`config.mk`:
```
export PLATFORM = sky130hd
export DESIGN_NAME = ddr3_frame_slot_scheduler
export DESIGN_NICKNAME = d
export VERILOG_FILES = /design/src/rtl/ddr3_frame_slot_scheduler.sv
export SDC_FILE = /design/constraint.sdc
export NUM_CORES = 1
export LEC_CHECK = 0
export ABC_AREA = 1
export BUFFER_PORTS_ARGS = -buffer_cell sky130_fd_sc_hd__buf_4
export CAP_MARGIN = 20
export CORE_ASPECT_RATIO = 1.75
export CORE_UTILIZATION = 25
export DETAILED_ROUTE_END_ITERATION = 12
export GPL_TIMING_DRIVEN = 0
export PLACE_DENSITY_LB_ADDON = 0.08
export RECOVER_POWER = 100
export SYNTH_ARGS = -nofsm -noshare
export SYNTH_HDL_FRONTEND = slang
export SYNTH_SLANG_ARGS = --single-unit
```
`constraint.sdc`:
```
create_clock -name pclk -period 2 [get_ports pclk]
set_input_delay 0.4 -clock pclk [delete_from_list [all_inputs] [get_ports pclk]]
set_output_delay 0.4 -clock pclk [all_outputs]
set_load 0.1 [all_outputs]
```
`src/rtl/ddr3_frame_slot_scheduler.sv`:
```
// Frame-slot allocator for the DDR3 frame buffer.
// Tracks each slot through FREE/WRITING/READY/READING for one writer and one reader.
module ddr3_frame_slot_scheduler #(
  parameter int          NUM_SLOTS   = 4,
  parameter logic [26:0] SLOT_BASE   = 27'h1800000,
  parameter logic [26:0] SLOT_STRIDE = 27'h0100000
) (
  input  logic        pclk,
  input  logic        reset,
  input  logic        sof,
  input  logic        frame_done,
  output logic        wr_start,
  output logic [2:0]  wr_slot,
  output logic [26:0] wr_base_addr,
  input  logic        rd_req,
  output logic        rd_ack,
  output logic [2:0]  rd_slot,
  output logic [26:0] rd_base_addr,
  input  logic        rd_release,
  output logic        frame_avail,
  output logic [15:0] frame_count,
  output logic [7:0]  drop_count,
  output logic [7:0]  overrun_count,
  output logic        seq_err
);

  typedef enum logic [1:0] {
    S_FREE, S_WRITING, S_READY, S_READING
  } slot_st_e;

  typedef enum logic {
    WR_IDLE, WR_ACTIVE
  } wr_st_e;

  slot_st_e   slot_q [NUM_SLOTS];
  slot_st_e   slot_d [NUM_SLOTS];
  wr_st_e     wr_q;
  logic       sof_d;

  logic       sof_edge;
  logic       has_free;
  logic [2:0] free_idx;
  logic       has_ready;
  logic [2:0] ready_idx;
  logic       has_reading;
  logic       done;
  logic       abandon;
  logic       alloc;
  logic       grant;
  logic       release_ok;
  logic       ready_nxt;

  assign sof_edge   = sof & ~sof_d;
  assign done       = frame_done & (wr_q == WR_ACTIVE);
  assign abandon    = sof_edge & ~frame_done & (wr_q == WR_ACTIVE);
  assign alloc      = sof_edge & has_free;
  assign grant      = rd_req & ~has_reading & has_ready;
  assign release_ok = rd_release & has_reading;

  // Descending scan so the last hit is the lowest index.
  always_comb begin
    has_free    = 1'b0;
    free_idx    = '0;
    has_ready   = 1'b0;
    ready_idx   = '0;
    has_reading = 1'b0;
    for (int i = NUM_SLOTS - 1; i >= 0; i--) begin
      if (slot_q[i] == S_FREE) begin
        has_free = 1'b1;
        free_idx = 3'(i);
      end
      if (slot_q[i] == S_READY) begin
        has_ready = 1'b1;
        ready_idx = 3'(i);
      end
      if (slot_q[i] == S_READING)
        has_reading = 1'b1;
    end
  end

  // Every transition below acts on a distinct pre-cycle state,
  // so the updates never collide on the same slot.
  always_comb begin
    ready_nxt = 1'b0;
    for (int i = 0; i < NUM_SLOTS; i++) begin
      slot_d[i] = slot_q[i];
      case (slot_q[i])
        S_READING: if (release_ok) slot_d[i] = S_FREE;
        S_READY: begin
          if (grant)     slot_d[i] = S_READING;
          else if (done) slot_d[i] = S_FREE;
        end
        S_WRITING: begin
          if (done)         slot_d[i] = S_READY;
          else if (abandon) slot_d[i] = S_FREE;
        end
        default: if (alloc && free_idx == 3'(i)) slot_d[i] = S_WRITING;
      endcase
      if (slot_d[i] == S_READY)
        ready_nxt = 1'b1;
    end
  end

  always_ff @(posedge pclk) begin
    if (reset) begin
      for (int i = 0; i < NUM_SLOTS; i++)
        slot_q[i] <= S_FREE;
      wr_q          <= WR_IDLE;
      sof_d         <= 1'b1;
      wr_start      <= 1'b0;
      wr_slot       <= '0;
      rd_ack        <= 1'b0;
      rd_slot       <= '0;
      frame_avail   <= 1'b0;
      frame_count   <= '0;
      drop_count    <= '0;
      overrun_count <= '0;
      seq_err       <= 1'b0;
    end else begin
      slot_q      <= slot_d;
      sof_d       <= sof;
      wr_start    <= alloc;
      rd_ack      <= grant;
      frame_avail <= ready_nxt;
      if (alloc)
        wr_slot <= free_idx;
      if (grant)
        rd_slot <= ready_idx;
      if (sof_edge)
        wr_q <= has_free ? WR_ACTIVE : WR_IDLE;
      else if (done)
        wr_q <= WR_IDLE;
      if (done)
        frame_count <= frame_count + 16'd1;
      if (sof_edge && !has_free && drop_count != 8'hFF)
        drop_count <= drop_count + 8'd1;
      if (abandon && overrun_count != 8'hFF)
        overrun_count <= overrun_count + 8'd1;
      if ((frame_done && wr_q == WR_IDLE) ||
          (rd_release && !has_reading))
        seq_err <= 1'b1;
    end
  end

  assign wr_base_addr = SLOT_BASE + 27'(wr_slot) * SLOT_STRIDE;
  assign rd_base_addr = SLOT_BASE + 27'(rd_slot) * SLOT_STRIDE;

endmodule

```
# Word-level counts from Yosys, hierarchy flattened
# Index checks and enable logic that the tools add are counted.
# word_totals
rom_bits	0
reg_bits	52
n_memories	0
mem_bits_rw	0
inputBits	6
latch_bits	0
# op_classes
n_shift	0
div	0
bitwise_logic	12
n_eq_ne	21
n_addsub	5
n_reduce_logical	18
mul	0
n_lt_le_gt_ge	0
muxes	55
# ops
cell	count
$mux 2	27
$add 25x23->26 const A	2
$eq 2x2->1 const B	12
$pmux 2 s3	4
$mux 1	19
$add 16x1->16 const B	1
$add 8x1->8 const B	2
$ne 8x8->1 const B	2
$mux 3	5
$logic_and 1x1->1	9
$and 1x1->1	8
$eq 2x1->1 const B	4
$logic_not 2->1	4
$eq 3x2->1 const B	2
$not 1->1	4
$eq 3x1->1 const B	1
$logic_not 3->1	1
$logic_not 1->1	2
$reduce_bool 2->1	1
$logic_or 1x1->1	1

# Logic depth before layout (Yosys ltp)
# Gate-level depths: netlist of run 1.
# depth
depth_word	15
mapped_depth	13

# Worst setup path before layout of run 1
# Ideal clock, no wire load.
# synth_timing
kind	flip-flop to flip-flop
from	register frame_count[0]
to	register frame_count[12]
arrival_time_ps	2336
setup_time_ps	123
path_stages_with_launch	13
required_time_ps	1877
path_slack_ps	-458
path_buffers	0
cell_sequence	dfxtp_1 > ha_1 > nand2_1 > nor2_1 > nand2_1 > nor2_1 > nand2_1 > nor2_2 > nand2_1 > clkinv_1 > nand2_1 > o21ai_1 > a21oi_1
# synth_via
elab_chain_len	1
# synth_rtl
element	line_no	text
start, declared	21	output logic [15:0] frame_count,
start signal, assigned	134	frame_count <= frame_count + 16'd1;
$add 16x1->16	134	
# Every way passes these cells.
# A chain may end at the register's enable or synchronous reset.

# Final worst setup path of run 1
# layout_timing
from	register slot_q[3] (netlist bit)
to	register frame_avail
# layout_via
elab_chain_len	14
# layout_rtl
element	line_no	text
start, declared	35	slot_st_e slot_q [NUM_SLOTS];
start signal, assigned	120	slot_q <= slot_d;
$eq 2x2->1	76, 87	
$mux 1 (3 in series)	76	if (slot_q[i] == S_READING)
$not 1->1	57	assign grant = rd_req & ~has_reading & has_ready;
$and 1x1->1 (2 in series)	57	
$mux 2	90	if (grant) slot_d[i] = S_READING;
$pmux 2 s3	87	case (slot_q[i])
$eq 2x2->1	99	if (slot_d[i] == S_READY)
$mux 1 (3 in series)	99	
$mux 1 (*)	99	
end signal, assigned	124	frame_avail <= ready_nxt;
end, declared	20	output logic frame_avail,
# Every way passes the cells marked *; elsewhere a longest branch is shown, timed or not.

==> metrics.cfg, run 1 <==
[power]
total_power_mw = 2.45
powerDensity_nw_per_um2 = 673
vdd_drop_max_v = 0.000379
p_leak_nw = 1.81

[final_layout]
area_growth_pct = 25.3
diodes = 0
layout.nets = 531
final_layout_size_suffix_gt1_frac = 0.272
fin_util = 0.325

[floorplan]
die_h_um = 145
num_rows = 51
die_w_um = 83.5
floorplan.initialDensity = 0.259
die_area_um2 = 12100
core_area_um2 = 11200
io-pin-count = 102

[drt]
wl_um = 7200
vias_per_cell = 4.12
vias = 2697
drtPass1Iterations = 4
ant_nets = 0
drt_iter0_drc = 158
drc = 0
wire_per_inst_um = 11.0

[run]
maxCapViolCount = 0

[hold_path]
hold_path.class = input port to flop

[grt]
grt_first_pass_wirelength_um = 11400
overflow = 0
first_global_vias = 2416
grt_max_degree = 15
grt_antenna_before_repair = 0
grt_use_total = 0.121

[clock_tree]
ctsResizeCount = 0
cts_buffers = 5
hold_buffers = 0
cts.sinks = 50
cts_max_level = 2
path_clk_slew_ns = 0.07
cts_buffer_depth = 2
cts_root_buf = clkbuf_16
cts_setup_buffers = 0
clkLatencyLatePin_ns = 0.29
cts_tree = done

[synthesis]
yosysSeqAreaShare = 0.344
yosysUniqueCellTypes = 35
yosysWarnings = 0
netlist_area_um2 = 2910
synth_cells = 417
synth.ff_latch_count = 50
syn_avg_cell_area_um2 = 6.97

[timing]
period_minus_slack_ns = 1.74
worst_pin_slew_ns = 0.649
max_slew_margin = 0.563
finalSetupTns_ns = 0
finalSetupViolCount = 0
final-hold-violation-count = 0
whs_ns = 0.305
rsz0062_at_grt = false
fmax_mhz = 575
final_max_slew_viol_count = 0
clock_skew_ns = 0.00513
fin_crit_sh = 0.869
setup_ws_ns = 0.261

[critical_path]
critPathArrivalTime_ns = 1.90
critPathKind = flop to flop
crit_path_start_kind = flop
worstPathMaxFanout = 6
required_ns = 2.16
cp-end-kind = flop

[placed_design]
dp_hpwl_um = 5690
place_ws_ns = 0.0638
numPortBuffers = 48
place_congestion = 0.806

[run_status]
outcome = finished clean

## Yosys cell counts (all sizes together)
master / count / share of area
clkbuf: 5 / 0.0065
ha: 3 / 0.013
o21a: 3 / 0.0077
xnor2: 2 / 0.0060
and3: 1 / 0.0022
nand4: 5 / 0.013
nand3: 20 / 0.039
buf: 57 / 0.15
inv: 52 / 0.067
or2: 1 / 0.0022
conb: 2 / 0.0026
a31oi: 7 / 0.015
dfxtp: 50 / 0.34
o21bai: 2 / 0.0052
nor2: 57 / 0.093
o31ai: 1 / 0.0026
nor4: 2 / 0.0043
nand2: 78 / 0.10
a211oi: 1 / 0.0026
xor2: 2 / 0.0060
nor3: 8 / 0.017
o21ai: 25 / 0.044
clkinv: 2 / 0.0026
a21boi: 1 / 0.0026
a21oi: 30 / 0.052
## state kept, by name, indices dropped and copies added (netlist names)
register / count
drop_count: 8
frame_avail: 1
frame_count: 16
overrun_count: 8
rd_ack: 1
rd_slot: 2
seq_err: 1
slot_q: 8
sof_d: 1
wr_q: 1
wr_slot: 2
wr_start: 1
## cells in the final DEF, fill, tap and decap left out, types with 19 or more instances in the layout
cell type  netlist  routed
nand2_1         74      75
a21oi_1         30      30
buf_4           56      60
nor2_1          45      48
clkbuf_2         0      45
o21ai_0         16      20
conb_1           2      52
dfxtp_1         50      37
nand3_1         19      19
inv_1           48      49
## report_power, final
part,switching [mW],total (mW),leakage [nW],internal [mW]
Clock,0.376,0.834,0.0629,0.458
Combinational,0.517,0.610,1.34,0.0931
Sequential,0.00523,1.01,0.410,1.00
## per-stage QoR
step	instances	instance area [um2]
2_1_floorplan	467	3110
3_3_place_gp	647	3640
3_5_place_dp	647	3640
4_1_cts	654	3770
5_1_grt	654	3640
6_report	654	3640
## final timing paths
path,startpoint,endpoint,slack [ns],depth (start not counted)
max,slot_q[3],frame_avail,0.26,10
min,sof,sof_d,0.30,3
max reg2reg,slot_q[3],frame_avail,0.26,10
min reg2reg,frame_count[15],frame_count[15],0.46,2
## cell type report
type	count	area [um2]
Fill cell	1279	7590
Multi-Input combinational cell	301	1430
Sequential cell	50	1020
Buffer	62	444
Timing Repair Buffer	48	250
Inverter	54	203
Tap cell	132	165
Clock buffer	6	129
Clock inverter	1	7.51
## worst max-delay path, cell delays in order, from the launching register on
cell and delay, ns:
dfxtp_1 0.36, nand2_1 0.10, nand2_1 0.08, nor2_2 0.18, nand2_1 0.07, nor2_1 0.36
a21oi_1 0.17, nand2_1 0.09, nand2_1 0.07, nor2_1 0.09, nor2_1 0.05
## metal layers
layer / track usage / share of wire / up-vias
met5: 0 / 0 / -
li1: - / - / 1425
met2: 0.230 / 0.53 / 86
met4: 0.0660 / 0.021 / 0
met3: 0.0250 / 0.059 / 8
met1: 0.124 / 0.39 / 1178
## kinds of logic (layout without fill, tap and decap cells)
logic type	count (synthesis)	count (layout)	share of synthesized area
AO/OA/AOI/OAI	70	70	0.132
adder cells (fa/ha/maj)	3	3	0.0129
buffers and inverters	116	171	0.222
other	2	52	0.00258
flip-flops	50	50	0.344
XOR/XNOR	4	4	0.0121
AND/OR/NAND/NOR	172	172	0.274
No activity file was read; power rests on OpenSTA's default activity.
==> run 2, diff against run 1 <==
Settings changed: ABC_AREA 1 to 0, REMOVE_ABC_BUFFERS set to 1.
==> run 2 against run 1 <==
Effect of this change: global-route usage shrank 0.49 points; critical path depth shrank 6; combinational power shrank 11%; die area shrank 0.51%; non-clock buffer count shrank 59; critical endpoint is now drop_count[7]; largest power group unchanged.
==> metrics.cfg, run 2 <==
[critical_path]
cp_slowest_cell = or4_1
rrSetupSlack_ns = 0.16  ; -0.10 ns
crit_family = simple AND/OR/NAND/NOR gates
worstPathMaxFanout = 14  ; +8
critPathArrivalTime_ns = 2.04  ; +0.14 ns
crit_path_start_kind = flop
required_ns = 2.20  ; +0.04 ns
cp-end-kind = flop
crit_chain = o22ai_1 -> or3_4 -> or4_1 -> a21oi_1
cp.buffers_inverters = 0  ; unchanged
slowest_delay_ns = 0.52  ; +0.16 ns
critPathKind = flop to flop

[synthesis]
syn_avg_cell_area_um2 = 8.24  ; +18%
synth_flop_cell = dfxtp_1
synth_area_leader_cell = dfxtp_1
yosysSeqAreaShare = 0.346  ; +0.00179
yosysTopAreaCellShare = 0.346  ; +0.00179
synth_cells = 351  ; -16%
synth.ff_latch_count = 50  ; unchanged
synth_common_cells = buf_4 (56), dfxtp_1 (50), nor2_1 (35)
yosysUniqueCellTypes = 55  ; +57%
yosysWarnings = 0  ; unchanged
synth_edf_count = 0  ; unchanged
synth_area_leaders = dfxtp_1 (35%), buf_4 (15%), nor2_1 (4.5%)
synth-async-reset-ratio = 0  ; unchanged
synth_most_common_cell = buf_4
netlist_area_um2 = 2890  ; -0.52%

[timing]
clock_skew_ns = 0.00529  ; +0.000155 ns
rsz0062_at_grt = false
fmax_mhz = 542  ; -5.7%
fin_crit_sh = 0.922  ; +0.0523
finalSetupViolCount = 0  ; unchanged
period_minus_slack_ns = 1.84  ; +0.105 ns
max_slew_margin = 0.206  ; -0.357
setup_ws_ns = 0.157  ; -0.105 ns
final-hold-violation-count = 0  ; unchanged
worst_pin_slew_ns = 1.19  ; +0.542 ns
final_max_slew_viol_count = 0  ; unchanged
whs_ns = 0.333  ; +0.0285 ns

[clock_tree]
clkLatencyLatePin_ns = 0.29  ; about the same
cts_buffer_depth = 2  ; unchanged
hold_buffers = 0  ; unchanged
cts_max_level = 2  ; unchanged
path_clk_slew_ns = 0.07  ; about the same
cts_tree = done
cts_root_buf = clkbuf_16
cts_buffers = 5  ; unchanged
cts.sinks = 50  ; unchanged

[drt]
wl_um = 6880  ; -4.4%
vias_per_cell = 4.57  ; +11%
drt_iter0_drc = 38  ; -76%
ant_nets = 0  ; unchanged
vias = 2380  ; -12%
drc = 0  ; unchanged
wire_per_inst_um = 13.2  ; +20%
drtPass1Iterations = 4  ; unchanged

[placed_design]
place_ws_ns = -0.0479  ; -0.112 ns
dp_hpwl_um = 4930  ; -13%
place_congestion = 0.732  ; -9.2%
placedInstanceArea_um2 = 3120  ; -14%
numPortBuffers = 49  ; +2.1%
dp.cells = 511  ; -21%

[final_layout]
final_cell_mix = conb_1 (52), clkbuf_2 (45), dfxtp_1 (43)
layout_commonest_cell = conb_1
final_cells = 521  ; -20%
largest_reg_flops = 16  ; unchanged
layout.nets = 397  ; -25%
area_growth_pct = 11.0
diodes = 0  ; unchanged
final_area_um2 = 3210  ; -12%
final_layout_size_suffix_gt1_frac = 0.195  ; -0.0767
largest_register = frame_count
fill_cells = 1243  ; -2.8%

[floorplan]
die_area_um2 = 12000  ; -0.51%
die_w_um = 83.3  ; -0.25%
num_rows = 51  ; unchanged
floorplan.initialDensity = 0.259  ; about the same
die_h_um = 144  ; -0.26%
io-pin-count = 102  ; unchanged
core_area_um2 = 11200  ; -0.57%

[power]
total_power_mw = 2.50  ; +2.1%
vdd_drop_max_v = 0.000341  ; -10%
powerDensity_nw_per_um2 = 779  ; +16%
p_leak_nw = 1.28  ; -29%

[grt]
grt.met3_usage = 0.0200  ; -0.00498
first_global_vias = 2209  ; -8.6%
global_route.peak_usage_layer = met2
grt_max_degree = 59  ; +44
grt_antenna_before_repair = 0  ; unchanged
grt_use_total = 0.116  ; -0.00494
overflow = 0  ; unchanged
use_met1 = 0.129  ; +0.00511
grt_util_met2 = 0.218  ; -0.0121
grt_first_pass_wirelength_um = 11200  ; -1.8%

[hold_path]
hold_path.class = input port to flop

[run]
maxCapViolCount = 0  ; unchanged

[run_status]
outcome = finished clean

-- run 2: kinds of logic after synthesis --
family,count (synthesis),synth area share
xor gates and xnor gates,13,0.0394
adders and majority gates,3,0.0130
AOI/OAI and AO/OA,70,0.157
DFF,50,0.346
other,2,0.00260
muxes,8,0.0290
buffers and inverters,78,0.179
and+or+nand+nor,127,0.234
-- run 2: what timing repair did --
action                     4_1_cts  5_1_grt
setup buffers                    0        2
gates resized for setup          5        5
hold endpoints to repair         0        0
setup endpoints to repair        2        4
-- run 2: stage by stage --
stage	utilization	setup TNS [ns]
after detailed placement	0.279	-0.0942
after global placement	0.279	-0.0419
final	0.288	0
after CTS	0.295	0
after global routing	0.288	0
after floorplan	-	-2.22
-- run 2: cell type report --
type / count / area (um2) / area share
tap: 132 / 165 / 0.0514
timing repair buffer: 51 / 263 / 0.0818
multi-input combinational: 273 / 1580 / 0.492
clock buffer: 8 / 166 / 0.0518
sequential: 50 / 1010 / 0.314
inverter: 7 / 26.3 / 0.00818
-- run 2: path summary, 6_finish.rpt --
path	startpoint	endpoint	cells past startpoint
max	slot_q[0]	drop_count[7]	4
min	sof	sof_d	2
max reg2reg	slot_q[0]	drop_count[7]	4
min reg2reg	wr_slot[0]	wr_slot[0]	2
-- run 2: report_power, final --
part,internal [mW],leakage (nW),total (mW),switching [mW]
clock network,0.568,0.0832,0.950,0.382
registers,1.00,0.407,1.01,0.00998
logic,0.0274,0.791,0.540,0.512
total,1.60,1.28,2.50,0.904
-- run 2: metal layers --
| metal | part of all wire | wire [um] |
|---|---|---|
| met5 | 0 | 0 |
| met4 | 0.015 | 104 |
| met3 | 0.035 | 242 |
| met2 | 0.53 | 3670 |
| met1 | 0.42 | 2870 |
